## src/rtl/branch_predictor_if.sv

```systemverilog
// Fetch-lookup and ID-resolution bundle between the fetch unit and the branch predictor.
interface branch_predictor_if #(
  parameter int unsigned CNT_BITS = 16
);
  logic [31:0]         fetch_pc;
  logic                pred_taken;
  logic [31:0]         pred_target;
  logic                res_valid;
  logic                res_is_branch;
  logic [31:0]         res_pc;
  logic                res_taken;
  logic [31:0]         res_target;
  logic                res_pred_taken;
  logic [31:0]         res_pred_target;
  logic                mispredict;
  logic [31:0]         redirect_pc;
  logic [CNT_BITS-1:0] br_count;
  logic [CNT_BITS-1:0] mis_count;

  // Fetch/ID side: supplies PCs and resolutions, consumes predictions.
  modport master (
    output fetch_pc, res_valid, res_is_branch, res_pc, res_taken, res_target,
           res_pred_taken, res_pred_target,
    input  pred_taken, pred_target, mispredict, redirect_pc, br_count, mis_count
  );

  // Predictor side.
  modport slave (
    input  fetch_pc, res_valid, res_is_branch, res_pc, res_taken, res_target,
           res_pred_taken, res_pred_target,
    output pred_taken, pred_target, mispredict, redirect_pc, br_count, mis_count
  );
endinterface

```

## src/rtl/branch_predictor.sv

```systemverilog
// Direct-mapped BTB with 2-bit saturating counters; trained from ID-stage
// resolutions, flags mispredicts and supplies the fetch redirect PC.
module branch_predictor #(
  parameter int unsigned IDX_BITS = 6,
  parameter int unsigned TAG_BITS = 8,
  parameter int unsigned CNT_BITS = 16
) (
  input logic               CLK,
  input logic               RESET,
  branch_predictor_if.slave bp
);

  localparam int unsigned ENTRIES = 1 << IDX_BITS;
  localparam int unsigned TAG_LO  = IDX_BITS + 2;
  localparam int unsigned TAG_HI  = IDX_BITS + TAG_BITS + 1;

  logic                valid_q  [ENTRIES];
  logic [TAG_BITS-1:0] tag_q    [ENTRIES];
  logic [31:0]         target_q [ENTRIES];
  logic [1:0]          ctr_q    [ENTRIES];

  logic [CNT_BITS-1:0] br_q;
  logic [CNT_BITS-1:0] mis_q;

  logic [IDX_BITS-1:0] f_idx;
  logic [TAG_BITS-1:0] f_tag;
  logic [IDX_BITS-1:0] r_idx;
  logic [TAG_BITS-1:0] r_tag;
  logic                f_hit;
  logic                r_hit;
  logic                update;
  logic                target_mismatch;

  // PC bits outside the index/tag fields never participate in the lookup.
  logic unused_pc_bits;
  assign unused_pc_bits = ^{bp.fetch_pc[31:TAG_HI+1], bp.fetch_pc[1:0],
                            bp.res_pc[31:TAG_HI+1], bp.res_pc[1:0]};

  assign f_idx  = bp.fetch_pc[IDX_BITS+1:2];
  assign f_tag  = bp.fetch_pc[TAG_HI:TAG_LO];
  assign r_idx  = bp.res_pc[IDX_BITS+1:2];
  assign r_tag  = bp.res_pc[TAG_HI:TAG_LO];
  assign update = bp.res_valid & bp.res_is_branch;

  // Fetch lookup; reads pre-update contents and is forced to a miss during reset.
  always_comb begin
    f_hit          = 1'b0;
    bp.pred_taken  = 1'b0;
    bp.pred_target = 32'd0;
    if (RESET) begin
      f_hit = valid_q[f_idx] && (tag_q[f_idx] == f_tag);
      if (f_hit) begin
        bp.pred_taken  = ctr_q[f_idx][1];
        bp.pred_target = target_q[f_idx];
      end
    end
  end

  // Resolution compare and redirect; the not-taken path skips the delay slot.
  always_comb begin
    r_hit           = valid_q[r_idx] && (tag_q[r_idx] == r_tag);
    target_mismatch = bp.res_taken & bp.res_pred_taken &
                      (bp.res_target != bp.res_pred_target);
    bp.mispredict   = update & ((bp.res_taken != bp.res_pred_taken) | target_mismatch);
    bp.redirect_pc  = bp.res_taken ? bp.res_target : bp.res_pc + 32'd8;
  end

  // Table training: counter update on hit, allocate on taken miss.
  always_ff @(posedge CLK or negedge RESET) begin
    if (!RESET) begin
      for (int i = 0; i < ENTRIES; i++) begin
        valid_q[i]  <= 1'b0;
        tag_q[i]    <= '0;
        target_q[i] <= 32'd0;
        ctr_q[i]    <= 2'b01;
      end
    end else if (update) begin
      if (r_hit) begin
        if (bp.res_taken) begin
          target_q[r_idx] <= bp.res_target;
          if (ctr_q[r_idx] != 2'b11) ctr_q[r_idx] <= ctr_q[r_idx] + 2'd1;
        end else if (ctr_q[r_idx] != 2'b00) begin
          ctr_q[r_idx] <= ctr_q[r_idx] - 2'd1;
        end
      end else if (bp.res_taken) begin
        valid_q[r_idx]  <= 1'b1;
        tag_q[r_idx]    <= r_tag;
        target_q[r_idx] <= bp.res_target;
        ctr_q[r_idx]    <= 2'b10;
      end
    end
  end

  // Saturating statistics counters.
  always_ff @(posedge CLK or negedge RESET) begin
    if (!RESET) begin
      br_q  <= '0;
      mis_q <= '0;
    end else if (update) begin
      if (br_q != {CNT_BITS{1'b1}}) br_q <= br_q + CNT_BITS'(1);
      if (bp.mispredict && (mis_q != {CNT_BITS{1'b1}})) mis_q <= mis_q + CNT_BITS'(1);
    end
  end

  assign bp.br_count  = br_q;
  assign bp.mis_count = mis_q;

endmodule

```

## src/flat_wrapper.sv

```systemverilog
// flat-port wrapper written by rule: the top's interface ports become plain ports
module branch_predictor_flat 
#(
  parameter int unsigned IDX_BITS = 6,
  parameter int unsigned TAG_BITS = 8,
  parameter int unsigned CNT_BITS = 16
)
  (CLK, RESET, bp_fetch_pc, bp_res_valid, bp_res_is_branch, bp_res_pc, bp_res_taken, bp_res_target, bp_res_pred_taken, bp_res_pred_target, bp_pred_taken, bp_pred_target, bp_mispredict, bp_redirect_pc, bp_br_count, bp_mis_count);
  branch_predictor_if #(.CNT_BITS(CNT_BITS)) bp_i ();
  input logic CLK;
  input logic RESET;
  input wire logic [$bits(bp_i.fetch_pc)-1:0] bp_fetch_pc;
  input wire logic [$bits(bp_i.res_valid)-1:0] bp_res_valid;
  input wire logic [$bits(bp_i.res_is_branch)-1:0] bp_res_is_branch;
  input wire logic [$bits(bp_i.res_pc)-1:0] bp_res_pc;
  input wire logic [$bits(bp_i.res_taken)-1:0] bp_res_taken;
  input wire logic [$bits(bp_i.res_target)-1:0] bp_res_target;
  input wire logic [$bits(bp_i.res_pred_taken)-1:0] bp_res_pred_taken;
  input wire logic [$bits(bp_i.res_pred_target)-1:0] bp_res_pred_target;
  output wire logic [$bits(bp_i.pred_taken)-1:0] bp_pred_taken;
  output wire logic [$bits(bp_i.pred_target)-1:0] bp_pred_target;
  output wire logic [$bits(bp_i.mispredict)-1:0] bp_mispredict;
  output wire logic [$bits(bp_i.redirect_pc)-1:0] bp_redirect_pc;
  output wire logic [$bits(bp_i.br_count)-1:0] bp_br_count;
  output wire logic [$bits(bp_i.mis_count)-1:0] bp_mis_count;
  assign bp_i.fetch_pc = bp_fetch_pc;
  assign bp_i.res_valid = bp_res_valid;
  assign bp_i.res_is_branch = bp_res_is_branch;
  assign bp_i.res_pc = bp_res_pc;
  assign bp_i.res_taken = bp_res_taken;
  assign bp_i.res_target = bp_res_target;
  assign bp_i.res_pred_taken = bp_res_pred_taken;
  assign bp_i.res_pred_target = bp_res_pred_target;
  assign bp_pred_taken = bp_i.pred_taken;
  assign bp_pred_target = bp_i.pred_target;
  assign bp_mispredict = bp_i.mispredict;
  assign bp_redirect_pc = bp_i.redirect_pc;
  assign bp_br_count = bp_i.br_count;
  assign bp_mis_count = bp_i.mis_count;
  branch_predictor #(.IDX_BITS(IDX_BITS), .TAG_BITS(TAG_BITS), .CNT_BITS(CNT_BITS)) u_core (.CLK(CLK), .RESET(RESET), .bp(bp_i));
endmodule
```

## config.mk

```make
export PLATFORM = sky130hd
export DESIGN_NAME = branch_predictor_flat
export DESIGN_NICKNAME = d
export VERILOG_FILES = /design/src/rtl/branch_predictor_if.sv /design/src/rtl/branch_predictor.sv /design/src/flat_wrapper.sv
export SDC_FILE = /design/constraint.sdc
export NUM_CORES = 2
export LEC_CHECK = 0
export ABC_CLOCK_PERIOD_IN_PS = 16000
export CAP_MARGIN = 20
export CORE_MARGIN = 3
export CORE_UTILIZATION = 59
export CTS_CLUSTER_DIAMETER = 50
export CTS_CLUSTER_SIZE = 10
export DETAILED_ROUTE_END_ITERATION = 6
export MAX_ROUTING_LAYER = met4
export PLACE_DENSITY = 0.76
export SETUP_SLACK_MARGIN = 0.2
export SYNTH_ARGS = -nofsm -noshare
export SYNTH_HDL_FRONTEND = slang
export SYNTH_SLANG_ARGS = --single-unit
```

## constraint.sdc

```tcl
create_clock -name CLK -period 16 [get_ports CLK]
set_input_delay 4.8 -clock CLK [delete_from_list [all_inputs] [get_ports CLK]]
set_output_delay 4.8 -clock CLK [all_outputs]
set_load 0.02 [all_outputs]
```

==> run summary <==
Port bufs - 213
Drt total wl - 387.6 mm
Fmax achieved - 66.01 MHz
Crit path kind - in2out
Worst-margin pin slew - 1189 ps
Initial core utilization - 0.5951
Hold Path Class - reg2reg
NetSw - 3805 uW
Synth Cell Area - 134100 um2
CP Launch Point - bp_fetch_pc[2]
Startpoint Class - primary input
Clock Tree Buf Depth - 4
First-pass GRT wire length - 568.9 mm
Drt via density - 6.913
H-tree levels - 5
First drt pass iteration count - 6
Leak - 0.06993 uW
Reg-to-reg startpoint - u_core.tag_q[288]$_DFFE_PN0P_
Slew margin rel. - 0.2047
Net Sw Frac - 0.2378
CTS resizes - 0
RSZ-0062 raised after global routing - no
Slowest stage delay, CP - 750 ps
Worst hold slack - 487.1 ps
Grt ovf - 0
Crit end category - output pin
Syn_nets - 8620
Sequential cell fraction of total power - 0.475
Gate power share - 0.093
Initial antenna violation count - 20
#FFs+latches synth - 2784
CTS tree - yes
Final nets - 8592
Die Ht - 482.7 um
Clk slew on worst S/H paths - 50 ps
Worst path cell trace - buf_8 > buf_4 > mux4_2 > mux4_2 > mux4_2 > xor2_1 > nor4_1 > buf_4 > nand3_2 > buf_4 > nor2b_1 > clkdlybuf4s50_1
Post-CTS Setup Inserts - 0
Main flop type after synthesis - dfrtp_1
Post-synth EDFFs - 0
Placed Instances - 11070
Final cell count without fillers - 11540
Area share of the largest cell type after synthesis - 0.5076
Critical path arrival - 10350 ps
Syn avg cell area - 15.82 um2
CTS Buf Count - 345
Horiz. Die Dim - 482.7 um
Clk pwr share - 0.432
Status - finished clean
FP Rows - 174
Tmin final - 15150 ps
Netlist cell types - 65
YS warnings - 0
IO Pins - 232
FF+latch area - 69750 um2
WL/cell - 33.58 um
Period utilisation layout - 0.9469
Worst skew pair latency - 960 ps
Sequential fraction of the synthesis area - 0.5201
Hold Path Origin - u_core.valid_q[44]$_DFFE_PN0P_
Final core utilization - 0.6602
Vias - 79800
DRT iter0 DRCs - 8164
Slowest-stage cell, CP - nor4_1
Post-CTS Hold Fix Bufs - 0
Total Die Area - 233000 um2
Core Region - 225300 um2
Final GP Congestion - 0.8727
Root Driver - clkbuf_16
GRT Total Usage - 0.3464
Max_cap viols - 0
Hold Violations, Final - 0
Final Max Slew Viols - 0
P_int - 12190 uW
Top Family by Delay on Critical Path - buffers and inverters
Worst VDD drop - 0.0001056 V
Endpoints failing setup - 0
Mapped Cells - 8477
Remaining DRCs - 0
WP data required - 11200 ps
# fillers - 15320
Ys async rst share - 1.000
ANT nets after route - 0
Area grow syn2layout - 10.94%
Critical path buffer and inverter count - 5
Critical Path Fanout Max - 51
Area leader, netlist - dfrtp_1
Number of clock sinks - 2784
Synth area leaders - dfrtp_1 51%, mux2_2 22%, mux4_2 16%, clkbuf_1 1.4%, mux2i_1 1.4%
Largest net degree at the start of global routing - 189
Vias in the first global route - 84070
HPWL Detailed - 219.6 mm
Setup TNS - 0 ps
Share of post-route cells with drive strength above 1 - 0.5465
Power Dens Cells - 107.5 nW/um2
Multi-input logic area - 61080 um2
Skew final - 74.97 ps
-- flip-flops by register name (all words and copies together), names as in the netlist --
name and flops:
u_core.tag_q 512, u_core.bp.br_count 16, u_core.valid_q 64, u_core.ctr_q 128, u_core.bp.mis_count 16, u_core.target_q 2048
-- through the flow --
step	worst slack [ps]	cell area, um2	power, uW
final	849.9	148800	16000
after floorplan	2501	134100	8595
after CTS	895.6	148200	16070
after global routing	738.0	148800	16510
after global placement	865.6	138600	9101
after detailed placement	909.3	138700	9178
-- cell usage in the layout, fill, tap and decap left out, types with 58 or more instances in the layout --
| cell | netlist | final |
|---|---|---|
| dfrtp_1 | 2720 | 2720 |
| nand3_1 | 96 | 95 |
| mux2_4 | 100 | 100 |
| mux4_2 | 969 | 969 |
| dfstp_2 | 64 | 64 |
| clkdlybuf4s50_1 | 0 | 162 |
| mux2_2 | 2595 | 2595 |
| nand2_1 | 190 | 140 |
| xnor2_1 | 71 | 70 |
| clkbuf_16 | 0 | 352 |
| nor2b_1 | 94 | 87 |
| a22oi_1 | 82 | 82 |
| mux2i_1 | 193 | 193 |
| buf_4 | 9 | 246 |
| nand2_2 | 8 | 58 |
-- Yosys cell counts (all sizes together), types with 4 or more instances --
| library cell | instances |
|---|---|
| a211oi | 23 |
| a21oi | 61 |
| a22o | 6 |
| a22oi | 83 |
| and2 | 6 |
| and3 | 12 |
| and4 | 5 |
| buf | 350 |
| clkbuf | 518 |
| dfrtp | 2720 |
| dfstp | 64 |
| ha | 9 |
| inv | 10 |
| mux2 | 2696 |
| mux2i | 193 |
| mux4 | 969 |
| nand2 | 198 |
| nand2b | 21 |
| nand3 | 96 |
| nand4 | 29 |
| nor2 | 53 |
| nor2b | 94 |
| nor3 | 8 |
| nor3b | 4 |
| nor4 | 5 |
| o211ai | 5 |
| o21ai | 34 |
| o22ai | 16 |
| o31ai | 7 |
| or2 | 51 |
| or4 | 6 |
| xnor2 | 71 |
| xor2 | 27 |
-- power groups by stage --
stage	Combinational [uW]	Sequential [uW]	Clock (uW)
2_1_floorplan	933	7660	0
3_3_place_gp	1420	7680	0
3_5_place_dp	1470	7710	0
4_1_cts	1470	7590	7010
5_1_grt	1580	7640	7300
6_report	1480	7600	6920
-- kinds of logic (layout without fill, tap and decap cells) --
logic type | count (synthesis) | count (layout) | synth area share
muxes | 3858 | 3858 | 0.4063
DFF | 2784 | 2784 | 0.5201
buffers and inverters | 878 | 934 | 0.02669
and+or+nand+nor | 600 | 600 | 0.02297
AOI/OAI and AO/OA | 250 | 250 | 0.01664
xor gates and xnor gates | 98 | 98 | 0.006401
adders and majority gates | 9 | 9 | 0.0008398
other | 0 | 17 | 0
-- worst reg2reg max path, cell delays in order, from the launching register on --
cell      delay (ps)
dfrtp_1          380
mux4_2           470
a21o_1           190
a21oi_1          570
a22oi_1          250
or4_1            450
a222oi_1         770
nand4_4          110
buf_4            360
o21ai_4          280
buf_4            500
buf_4            860
a21oi_4          160
mux2_4           330
-- area by class of cell --
type                    count  area share
diodes                     17   0.0002860
well taps                2992     0.02516
flip-flops and latches   2784      0.4688
multi-input cells        4815      0.4106
clock buffers             393     0.06125
inverters                  10   0.0002523
repair buffers            493     0.03059
clock inverters            38    0.003019
-- path summary, 6_finish.rpt --
path / to / slack [ps] / cells past startpoint
worst max-delay path: bp_pred_target[31] / 850 / 12
worst min-delay path: u_core.valid_q[44]$_DFFE_PN0P_ / 490 / 1
worst max register to register: u_core.ctr_q[87]$_DFFE_PN0P_ / 10170 / 13
worst min register to register: u_core.valid_q[44]$_DFFE_PN0P_ / 490 / 1
max in group asynchronous: u_core.target_q[566]$_DFFE_PN0P_ / 6960 / 9
min in group asynchronous: u_core.target_q[1666]$_DFFE_PN0P_ / 3800 / 1
-- layer usage --
metal	track usage	part of all wire	vias to the layer above
li1	-	-	31590
met1	0.4597	0.40	43680
met2	0.5140	0.47	3565
met3	0.08429	0.087	956
met4	0.1523	0.048	0
met5	-	0	-
(Power assumes the default switching activity.)
